File: config.mk
export PLATFORM = sky130hd
export DESIGN_NAME = stopwatch_ctrl
export DESIGN_NICKNAME = d
export VERILOG_FILES = /design/src/rtl/stopwatch_ctrl.sv
export SDC_FILE = /design/constraint.sdc
export NUM_CORES = 1
export LEC_CHECK = 0
export ABC_AREA = 1
export CORE_ASPECT_RATIO = 1.2
export CORE_MARGIN = 4
export CORE_UTILIZATION = 28
export DETAILED_ROUTE_END_ITERATION = 10
export PLACE_DENSITY_LB_ADDON = 0.12
export RECOVER_POWER = 100
export SYNTH_ARGS = -nofsm -noshare
export SYNTH_HDL_FRONTEND = slang
export SYNTH_SLANG_ARGS = --single-unit
File: constraint.sdc
create_clock -name timer -period 1.5 [get_ports timer]
set_input_delay 0.225 -clock timer [delete_from_list [all_inputs] [get_ports timer]]
set_output_delay 0.225 -clock timer [all_outputs]
set_load 0.1 [all_outputs]
File: src/rtl/stopwatch_ctrl.sv
// Stopwatch control FSM: conditions the pause/clear buttons and the
// adjust/select switches, divides the system clock into 1 Hz / 2 Hz ticks
// and issues single-cycle strobes to the minutes/seconds counter datapath.
//
// Ports
//   timer        in   system clock (rising edge)
//   reset        in   synchronous active-high reset
//   btn_pause    in   raw pause/run button
//   btn_clear    in   raw clear button
//   sw_adj       in   raw adjust-mode switch
//   sw_sel       in   raw select switch (1 = minutes, 0 = seconds)
//   cnt_tick     out  one-cycle strobe: advance seconds (RUN only)
//   cnt_clear    out  one-cycle strobe: zero minutes and seconds
//   adj_min_inc  out  one-cycle strobe: increment minutes (ADJUST)
//   adj_sec_inc  out  one-cycle strobe: increment seconds (ADJUST)
//   blink        out  display blink phase
//   running      out  high in RUN
//   mode         out  state: 00 PAUSED, 01 RUN, 10 ADJUST
module stopwatch_ctrl #(
  parameter int unsigned SEC_DIV         = 100000000,
  parameter int unsigned DEBOUNCE_CYCLES = 1000000,
  parameter int unsigned PS_W            = 27,
  parameter int unsigned DB_W            = 20
) (
  input  logic       timer,
  input  logic       reset,
  input  logic       btn_pause,
  input  logic       btn_clear,
  input  logic       sw_adj,
  input  logic       sw_sel,
  output logic       cnt_tick,
  output logic       cnt_clear,
  output logic       adj_min_inc,
  output logic       adj_sec_inc,
  output logic       blink,
  output logic       running,
  output logic [1:0] mode
);

  typedef enum logic [1:0] {
    ST_PAUSED = 2'b00,
    ST_RUN    = 2'b01,
    ST_ADJUST = 2'b10
  } state_t;

  localparam int unsigned N_IN = 4;  // pause, clear, adj, sel
  localparam int unsigned N_BTN = 2; // pause, clear are debounced
  localparam logic [PS_W-1:0] PS_LAST = PS_W'(SEC_DIV - 1);
  localparam logic [PS_W-1:0] PS_HALF = PS_W'(SEC_DIV / 2 - 1);
  localparam logic [DB_W-1:0] DB_LAST = DB_W'(DEBOUNCE_CYCLES - 1);

  // Input conditioning state
  logic [N_IN-1:0]  w_raw;
  logic [N_IN-1:0]  r_sync1;
  logic [N_IN-1:0]  r_sync2;
  logic [1:0]       r_vld;
  logic [DB_W-1:0]  r_db_cnt [N_BTN];
  logic [N_BTN-1:0] r_db_lvl;
  logic [N_BTN-1:0] r_db_prev;
  logic [N_BTN-1:0] r_armed;
  logic [N_BTN-1:0] w_rise;
  logic             w_pause_rise;
  logic             w_clear_rise;
  logic             w_adj;
  logic             w_sel;

  // Control state
  state_t           r_state;
  state_t           w_state_n;
  logic [PS_W-1:0]  r_ps;
  logic [PS_W-1:0]  w_ps_n;
  logic             w_t1;
  logic             w_t2;
  logic             r_cnt_tick, w_tick_n;
  logic             r_cnt_clear, w_clear_n;
  logic             r_adj_min, w_min_n;
  logic             r_adj_sec, w_sec_n;
  logic             r_blink, w_blink_n;
  logic             r_running;

  assign w_raw = {sw_sel, sw_adj, btn_clear, btn_pause};

  // Synchronizers, button debouncers and post-reset arming
  always_ff @(posedge timer) begin
    if (reset) begin
      r_sync1   <= '0;
      r_sync2   <= '0;
      r_vld     <= '0;
      r_db_lvl  <= '0;
      r_db_prev <= '0;
      r_armed   <= '0;
      for (int i = 0; i < int'(N_BTN); i++) r_db_cnt[i] <= '0;
    end else begin
      r_sync1   <= w_raw;
      r_sync2   <= r_sync1;
      r_vld     <= {r_vld[0], 1'b1};
      r_db_prev <= r_db_lvl;
      for (int i = 0; i < int'(N_BTN); i++) begin
        if (r_sync2[i] == r_db_lvl[i]) begin
          r_db_cnt[i] <= '0;
        end else if (r_db_cnt[i] == DB_LAST) begin
          r_db_lvl[i] <= r_sync2[i];
          r_db_cnt[i] <= '0;
        end else begin
          r_db_cnt[i] <= r_db_cnt[i] + DB_W'(1);
        end
        // A button only arms once a genuine released sample is seen after
        // reset, so a button held through reset cannot produce an edge.
        if (r_vld[1] && !r_sync2[i] && !r_db_lvl[i]) r_armed[i] <= 1'b1;
      end
    end
  end

  assign w_rise       = r_db_lvl & ~r_db_prev & r_armed;
  assign w_pause_rise = w_rise[0];
  assign w_clear_rise = w_rise[1];
  assign w_adj        = r_sync2[2];
  assign w_sel        = r_sync2[3];

  assign w_t1 = (r_ps == PS_LAST);
  assign w_t2 = w_t1 || (r_ps == PS_HALF);

  // State register, prescaler and registered outputs
  always_ff @(posedge timer) begin
    if (reset) begin
      r_state     <= ST_PAUSED;
      r_ps        <= '0;
      r_cnt_tick  <= 1'b0;
      r_cnt_clear <= 1'b0;
      r_adj_min   <= 1'b0;
      r_adj_sec   <= 1'b0;
      r_blink     <= 1'b0;
      r_running   <= 1'b0;
    end else begin
      r_state     <= w_state_n;
      r_ps        <= w_ps_n;
      r_cnt_tick  <= w_tick_n;
      r_cnt_clear <= w_clear_n;
      r_adj_min   <= w_min_n;
      r_adj_sec   <= w_sec_n;
      r_blink     <= w_blink_n;
      r_running   <= (w_state_n == ST_RUN);
    end
  end

  // Next state and next output values
  always_comb begin
    w_state_n = r_state;
    w_ps_n    = r_ps + PS_W'(1);
    w_tick_n  = 1'b0;
    w_clear_n = w_clear_rise;
    w_min_n   = 1'b0;
    w_sec_n   = 1'b0;
    w_blink_n = 1'b0;

    // Adjust switch dominates; pause edges are dropped while it is high
    if (w_adj) begin
      w_state_n = ST_ADJUST;
    end else begin
      case (r_state)
        ST_ADJUST: w_state_n = ST_PAUSED;
        ST_PAUSED: if (w_pause_rise) w_state_n = ST_RUN;
        ST_RUN:    if (w_pause_rise) w_state_n = ST_PAUSED;
        default:   w_state_n = ST_PAUSED;
      endcase
    end

    // Restart the second on RUN entry so the first tick is a full period away
    if ((w_state_n == ST_RUN) && (r_state != ST_RUN)) begin
      w_ps_n = '0;
    end else if (w_t1) begin
      w_ps_n = '0;
    end

    // Clear suppresses every other strobe in its cycle
    if (!w_clear_rise) begin
      w_tick_n = w_t1 && (r_state == ST_RUN) && (w_state_n == ST_RUN);
      w_min_n  = w_t2 && (r_state == ST_ADJUST) && w_sel;
      w_sec_n  = w_t2 && (r_state == ST_ADJUST) && !w_sel;
    end

    // Blink drops together with leaving ADJUST
    if (w_state_n == ST_ADJUST) begin
      w_blink_n = r_blink ^ (w_t2 && (r_state == ST_ADJUST));
    end
  end

  assign cnt_tick    = r_cnt_tick;
  assign cnt_clear   = r_cnt_clear;
  assign adj_min_inc = r_adj_min;
  assign adj_sec_inc = r_adj_sec;
  assign blink       = r_blink;
  assign running     = r_running;
  assign mode        = r_state;

endmodule

; Word level (Yosys, flattened, before mapping)
; Memory sizes are Yosys's and may differ from the RTL's.
; Index checks and enable logic that the tools add are counted.
[word_totals]
reg_bits = 51
ramBits = 40
out_inout_bits = 8
n_memories = 1
[memory_table]
columns = name, depth, word_bits, read_ports, rd_ports_with_merged_regs, write_ports, line
row1 = r_db_cnt, 2, 20, 2, 0, 2, 57  ; logic [DB_W-1:0] r_db_cnt [N_BTN];
[classes]
add_sub_neg = 3
n_eq_ne = 11
mux = 35
bitwise_logic = 13
n_reduce_logical = 22
[op_table]
columns = op, count
row1 = 20-bit two-way mux, 6
row2 = 20-bit by 1-bit adder with 20-bit output (second input constant), 2
row3 = 20-bit equality test (second input constant), 2
row4 = 27-bit by 1-bit adder with 27-bit output (second input constant), 1
row5 = 27-bit by 26-bit equality test with 1-bit output (second input constant), 1
row6 = 27-bit equality test (second input constant), 1
row7 = 1-bit two-way mux, 25
row8 = 1-bit logical AND, 10
row9 = 2-bit two-way mux, 3
row10 = 1-bit bitwise OR, 6
row11 = 1-bit logical NOT, 5
row12 = 2-bit bitwise AND, 2
row13 = 2-bit by 1-bit equality test with 1-bit output (second input constant), 2
row14 = 2-bit equality test (second input constant), 2
row15 = 2-bit case mux with 2 select lines, 1
row16 = 2-bit AND reduction, 2
row17 = 2-bit OR reduction, 2
row18 = 1-bit inverter, 3
row19 = 3-bit OR reduction, 1
row20 = 1-bit equality test, 2
row21 = 2-bit logical NOT, 1
row22 = 2-bit by 1-bit inequality test with 1-bit output (second input constant), 1
row23 = 2-bit inverter, 1
row24 = 1-bit logical OR, 1
row25 = 1-bit bitwise XOR, 1

; Longest topological paths before layout
[depth]
depth_word = 9
depth_mapped = 10

; Least setup slack after synthesis
; OpenSTA, ideal clock, no wires.
[synth_timing]
path_type = register -> register
startpoint = reg r_state[1] (netlist: mode[1])
endpoint = reg r_ps[24]
setup_time_ps = 66
t_arrival_ps = 1839
required_time_ps = 1434
slack_ps = -405
stages_incl_launch_ff = 8
n_path_buf = 1
period_less_slack_ps = 1905
cell_sequence = dfxtp_1 -> inv_1 -> nand2_1 -> inv_1 -> a21oi_1 -> nand2_4 -> buf_8 -> a21oi_2
[synth_between]
elab_chain_cells = 6
word_cells_on_any_way = 10
classes_between = eq/ne: 3 / mux: 4 / reduce/logical: 3
[synth_rtl]
columns = item, line
row1 = "start, declared", 68  ; state_t r_state;
row2 = "start signal, assigned", 135  ; r_state <= w_state_n;
row3 = 2-bit by 1-bit equality test with 1-bit output (tied with other cells), 160  ; case (r_state)
row4 = 2-bit case mux with 2 select lines, 160
row5 = 2-bit two-way mux, 157  ; if (w_adj) begin
row6 = 2-bit by 1-bit equality test with 1-bit output, 169  ; if ((w_state_n == ST_RUN) && (r_state != ST_RUN)) begin
row7 = 1-bit logical AND (*), 169
row8 = 3-bit OR reduction (no source line) (*), n/a
row9 = "end signal, assigned", 136  ; r_ps <= w_ps_n;
row10 = "end, declared", 70  ; logic [PS_W-1:0] r_ps;
; Every way passes the cells marked *; elsewhere a longest branch is shown, timed or not.
; A chain may end at the register's enable or synchronous reset.

==> results.json <==
{
  "period_minus_slack_ns": 1.58,
  "port-buffer-count": 13,
  "rsz0062_at_grt": "yes",
  "finClkSkew_ns": 0.00806,
  "synthAdderAreaFrac_pct": 0.784,
  "power_frac_clock_pct": 41.4,
  "hold_ws_ns": 0.395,
  "ys_ff_latch": 91,
  "setup.worst_path.start": "r_db_cnt[1][1]$_SDFFCE_PN0P_",
  "drtIter0Drc": 137,
  "synth_area_sq_um": 4790,
  "hold_path.class": "input pin to register",
  "grt_first_pass_wirelength_mm": 19.5,
  "cp.required_ns": 1.60,
  "synth_area_leader_cell": "edfxtp_1",
  "yosys.area_share.simple_pct": 34.8,
  "hold_viol": 0,
  "critical-path-top-delay-family": "simple AND/OR/NAND/NOR gates",
  "synth_compound_area_share_pct": 5.93,
  "start_util_pct": 28.4,
  "relSlewSlack_pct": 62.9,
  "p_total_mw": 5.26,
  "place_inst": 944,
  "synth-seq-area-share_pct": 46.4,
  "cts_buffers": 9,
  "ctsRootBufferMaster": "clkbuf_16",
  "fp.dieW_microns": 127,
  "via_per_inst": 4.36,
  "cts_max_level": 3,
  "clock_sinks": 91,
  "setup_ws_ns": -0.0847,
  "violations": "setup timing",
  "yosysWarningCount": 0,
  "synth_area_per_cell_sq_um": 7.86,
  "synth.distinct_cells": 38,
  "area_delta_synth_final_pct": 44.8,
  "grt_max_degree": 20,
  "tightest_slew_ns": 0.559,
  "core-area_sq_um": 16900,
  "cts_tree": "built",
  "synth_edf_count": 40,
  "dr_total_vias": 4329,
  "outcome": "finished, violations left",
  "wl_per_cell_microns": 11.6,
  "p_seq_share_pct": 51.5,
  "critPathLaunchType": "register",
  "grt_util_all_layers_pct": 12.7,
  "power.switching_mw": 1.30,
  "drcViolationCount": 0,
  "grt_pass1_vias": 4349,
  "place.gp.congestion": 0.869,
  "postCtsHoldBufs": 0,
  "reg2reg_from": "r_db_cnt[1][1]$_SDFFCE_PN0P_",
  "crit_chain": "ha_4, nand2_4, inv_2, nand2_2, nor2_4, nand4_4, buf_6, nand2_8, nor2_1",
  "num_antenna_cells": 0,
  "chipHeight_microns": 151,
  "nets": 782,
  "placementRows": 52,
  "die_area_sq_um": 19300,
  "intPower_mw": 3.96,
  "setup-violations-final": 40,
  "cpMaxStageDelayCell": "edfxtp_1",
  "ys_top_cells_by_area": "edfxtp_1 (25%), dfxtp_1 (21%), nand2_1 (9.6%)",
  "grt_overflow": 0,
  "synth_mux_area_share_pct": 0,
  "finalWirelength_mm": 11.5,
  "postSynthCellCount": 609,
  "comb_power_share_pct": 7.1,
  "cp_num_buf_inv": 2,
  "setup_tns_ns": -2.36,
  "synth_flop_cell": "dfxtp_1",
  "ir_drop_mv": 0.574,
  "synth_xor_area_share_pct": 4.21,
  "critPathArrivalTime_ns": 1.69,
  "clockBufferDepth": 2,
  "power_switching_share_pct": 24.7,
  "slowest_delay_ns": 0.42,
  "ant_nets": 0,
  "p_leak_nw": 2.82,
  "synth_top_area_share_pct": 25.1,
  "crit_type": "register to register",
  "clock_latency_ns": 0.35,
  "worstSetupEndpointType": "register",
  "finalCritPeriodShare_pct": 106,
  "drv_slew": 0,
  "cts.clk_slew.worst_paths_ns": 0.07,
  "drive_above_1_share_pct": 34.2,
  "drtPass1Iterations": 4,
  "antenna_found_initial": 0,
  "synth-async-reset-ratio_pct": 0,
  "worstHoldStart": "btn_clear",
  "max_clock_freq_mhz": 631,
  "maxCapViolations": 0,
  "hpwl_mm": 8.26,
  "critical_path.max_fanout": 5,
  "synth_top_family_by_area": "simple AND/OR/NAND/NOR gates",
  "power_density_nw_per_um2": 759,
  "instances_no_fill": 994,
  "fin_util_pct": 41.1,
  "io_pins": 14
}
[metal layers]
metal  up-vias  share of wire, %  track usage (%)
li1       2252                 -                -
met1      1999                43             14.3
met2        55                51             22.9
met3        23               2.7             2.40
met4         0               2.8             6.17
met5         -                 0                0
[worst min-delay path: cells and delay by family]
| kind | cells | cell delay, ns |
|---|---|---|
| simple gates | 1 | 0.03 |
| buf+inv | 2 | 0.46 |
[cell usage after synthesis (2+ instances only)]
library cell    n
edfxtp_1       40
a21oi_1        21
nor3b_1         2
dfxtp_1        51
xor2_1         20
buf_6           3
nand2_4         4
nand2_2         8
nor2_4          5
nor2_1        120
nor3_1         17
nand4_1        18
or2_0           2
ha_1            3
inv_1          83
nor4_1          2
nor3_2          4
a21oi_2        12
nand3_2         2
a31oi_1         3
nand2_1       122
nor4_2          2
or2_2           2
nor2_2          8
nand3_1        30
xnor2_1         3
o21ai_0         8
nand3b_1        4
[metrics by stage]
stage / setup slack (ns) / cell area [sq um]
after floorplan: -0.0335 / 4980
after global placement: -0.204 / 5980
final: -0.0847 / 6930
after detailed placement: -0.253 / 5980
after CTS: -0.0958 / 6530
after global routing: -0.164 / 6930
[cells in the final DEF (no fill, tap or decap), drive strengths merged]
master / synthesis / final
nand2: 134 / 137
nor2: 134 / 134
buf: 6 / 108
inv: 83 / 86
dfxtp: 51 / 51
edfxtp: 40 / 40
conb: 1 / 40
a21oi: 33 / 33
nand3: 32 / 32
nor3: 21 / 21
xor2: 20 / 20
nand4: 19 / 19
clkbuf: 1 / 14
o21ai: 8 / 8
or2: 5 / 5
nand3b: 4 / 4
clkdlybuf4s50: 0 / 4
nor4: 4 / 4
clkinv: 0 / 4
xnor2: 3 / 3
a31oi: 3 / 3
ha: 3 / 3
nor3b: 2 / 2
a21boi: 1 / 1
o21bai: 1 / 1
dlygate4sd3: 0 / 1
[state kept, by name, indices dropped and copies added (netlist names), 2 cells and up]
name,cells
r_db_cnt,40
r_ps,27
r_sync1,4
r_db_prev,2
r_vld,2
mode,2
r_armed,2
r_db_lvl,2
r_sync2,4
[layout make-up]
| class | count | area [sq um] |
|---|---|---|
| clock buffers | 9 | 225 |
| clock inverters | 7 | 50.0 |
| fillers | 1708 | 9920 |
| inverters | 83 | 314 |
| multi-input cells | 470 | 2850 |
| flip-flops and latches | 91 | 2240 |
| well taps | 216 | 270 |
| repair buffers | 118 | 973 |
[power groups by stage]
stage / Combinational, mW / Sequential (mW) / Clock [mW]
global placement: 0.292 / 2.76 / 0
detailed placement: 0.295 / 2.76 / 0
CTS: 0.329 / 2.71 / 2.28
floorplan: 0.158 / 2.76 / 0
global route: 0.416 / 2.72 / 2.40
finish: 0.371 / 2.71 / 2.18
[what timing repair did]
item / in CTS / in global routing
pin swaps: 7 / 28
buffers inserted: 14 / 17
gates cloned: 3 / 1
endpoints found under the setup margin: 54 / 72
resized for setup: 31 / 100
[worst paths after layout]
path	endpoint	slack (ns)	cells past startpoint
worst min register to register	r_sync2[2]$_SDFF_PP0_	0.40	2
worst min-delay path	r_sync1[1]$_SDFF_PP0_	0.40	3
worst max register to register	r_db_cnt[1][5]$_SDFFCE_PN0P_	-0.08	9
worst max-delay path	r_db_cnt[1][5]$_SDFFCE_PN0P_	-0.08	9
[kinds of logic (layout without fill, tap and decap cells)]
family                     after synthesis  count (layout)
other                                    1              40
xor gates and xnor gates                23              23
and+or+nand+nor                        355             358
AOI/OAI and AO/OA                       46              46
DFF                                     91              91
adders and majority gates                3               3
buffers and inverters                   90             217
Power figures use the tool's default switching activity.
==> patch (config.mk and constraints unchanged) <==
The parameter `PS_W` goes from 27 to 54.
--- a/src/rtl/stopwatch_ctrl.sv
+++ b/src/rtl/stopwatch_ctrl.sv
@@ -19,7 +19,7 @@
 module stopwatch_ctrl #(
   parameter int unsigned SEC_DIV         = 100000000,
   parameter int unsigned DEBOUNCE_CYCLES = 1000000,
-  parameter int unsigned PS_W            = 27,
+  parameter int unsigned PS_W            = 54,
   parameter int unsigned DB_W            = 20
 ) (
   input  logic       timer,
Check against the original RTL: same outputs for any inputs over 10 cycles, from zero or initial values and one cycle with reset high; that may be too few to reach the edited logic, so the function may still have changed.
==> patch against the unedited design <==
- final cell count up 51%
- total power is 52% higher
- routed wire length is 85% higher
- the run still ends with negative setup slack left
- sequential share of layout area is 6.6 points lower
- core utilization up 7.9 points
- cell area rose by 58%
- synthesized area up 33%
- sequential cell count is 27 higher
- worst setup slack got worse by 0.046 ns
==> patch: results (changes against the unedited design) <==
ys_seq_area_frac: 0.4340  # -0.03027
layout-drive-gt1-share: 0.5004  # +0.1585
fin_ws_ns: -0.1311  # -0.04643 ns
grt_util_met2: 0.3177  # +0.08875
dp_hpwl_um: 15400  # +86%
met3_length_um: 456  # +47%
yosysUniqueCellTypes: 33  # -13%
wl_per_cell_um: 14.20  # +22%
top_regs: "r_ps: 54 flops, r_db_cnt: 40 flops"
fin_skew_ns: 0.008093  # +0.00003211 ns
htreeDepth: 4  # +1
pwr-share-clk: 0.512  # +0.098
critical_path.max_stage_delay_ns: 0.35  # -0.07 ns
largest_register_ffs: 54  # +35%
muxShareOfSynthArea: 0  # unchanged
cts-resized-gates: 162  # +420%
hold_start: "sw_sel"
synthXorXnorAreaFrac: 0.04128  # -0.0008098
setup_viol: 89  # +120%
clk_latency_ns: 0.42  # +0.07 ns
postCtsSetupRepairBufs: 30  # +16
cts_made_buffers: 17  # +8
hold_ws_ns: 0.3265  # -0.06862 ns
outcome: "finished with violations"
use_met3: 0.02700  # +0.003013
synth_area_leaders: "dfxtp_1, edfxtp_1, nand2_1"
r2r_start: "r_db_cnt[1][0]"
grt_pass1_wl_um: 33330  # +70%
routabilityCongestion: 0.8535  # -1.8%
holdPathEnd: "r_sync1[3]"
sw_frac_of_total: 0.2371  # -0.009730
grt_max_degree: 20  # unchanged
fillers: 2242  # +31%
regMostFlops: "r_ps"
vias_per_cell: 4.472  # +2.7%
m1WireLength_um: 8471  # +69%
grt_use_total: 0.1666  # +0.03974
pre_cts_slack_ns: -0.2502  # +0.002619 ns
worstPathArrival_ns: 1.80  # +0.11 ns
power.combinational.fraction: 0.061  # -0.010
violations: "negative setup slack"
vdd_ir_drop_max_v: 0.0007915  # +38%
drtIter0Drc: 321  # +130%
critPathCapture: "r_db_cnt[1][2]"
first_pass_iters: 5  # +1
reg2reg_depth: 7  # -2
p_leak_nw: 4.297  # +52%
grt_pass1_vias: 6746  # +55%
[patch: stage by stage]
stage	TNS [ns]	cell area (µm²)	utilization	cells
after floorplan	-0.8620	6580	-	945
after global placement	-13.41	8588	0.3839	1425
after detailed placement	-15.22	8588	0.3839	1425
after CTS	-4.319	10040	0.4487	1489
after global routing	-12.80	10970	0.4904	1502
final	-5.433	10970	0.4904	1502
[patch: area by class of cell]
| class | count | area [µm²] | area share |
|---|---|---|---|
| Inverter | 105 | 416.7 | 0.03798 |
| Timing Repair Buffer | 255 | 2258 | 0.2059 |
| Multi-Input combinational cell | 712 | 4517 | 0.4117 |
| Clock inverter | 14 | 148.9 | 0.01357 |
| Sequential cell | 118 | 2833 | 0.2582 |
| Timing Repair inverter | 1 | 8.758 | 0.0007984 |
| Clock buffer | 18 | 439.2 | 0.04003 |
| Tap cell | 279 | 349.1 | 0.03182 |
[patch: tightest hold or removal path: cells and delay by family]
kind / cells / cell delay, ns
buffers and inverters: 2 / 0.44
and+or+nand+nor: 1 / 0.03
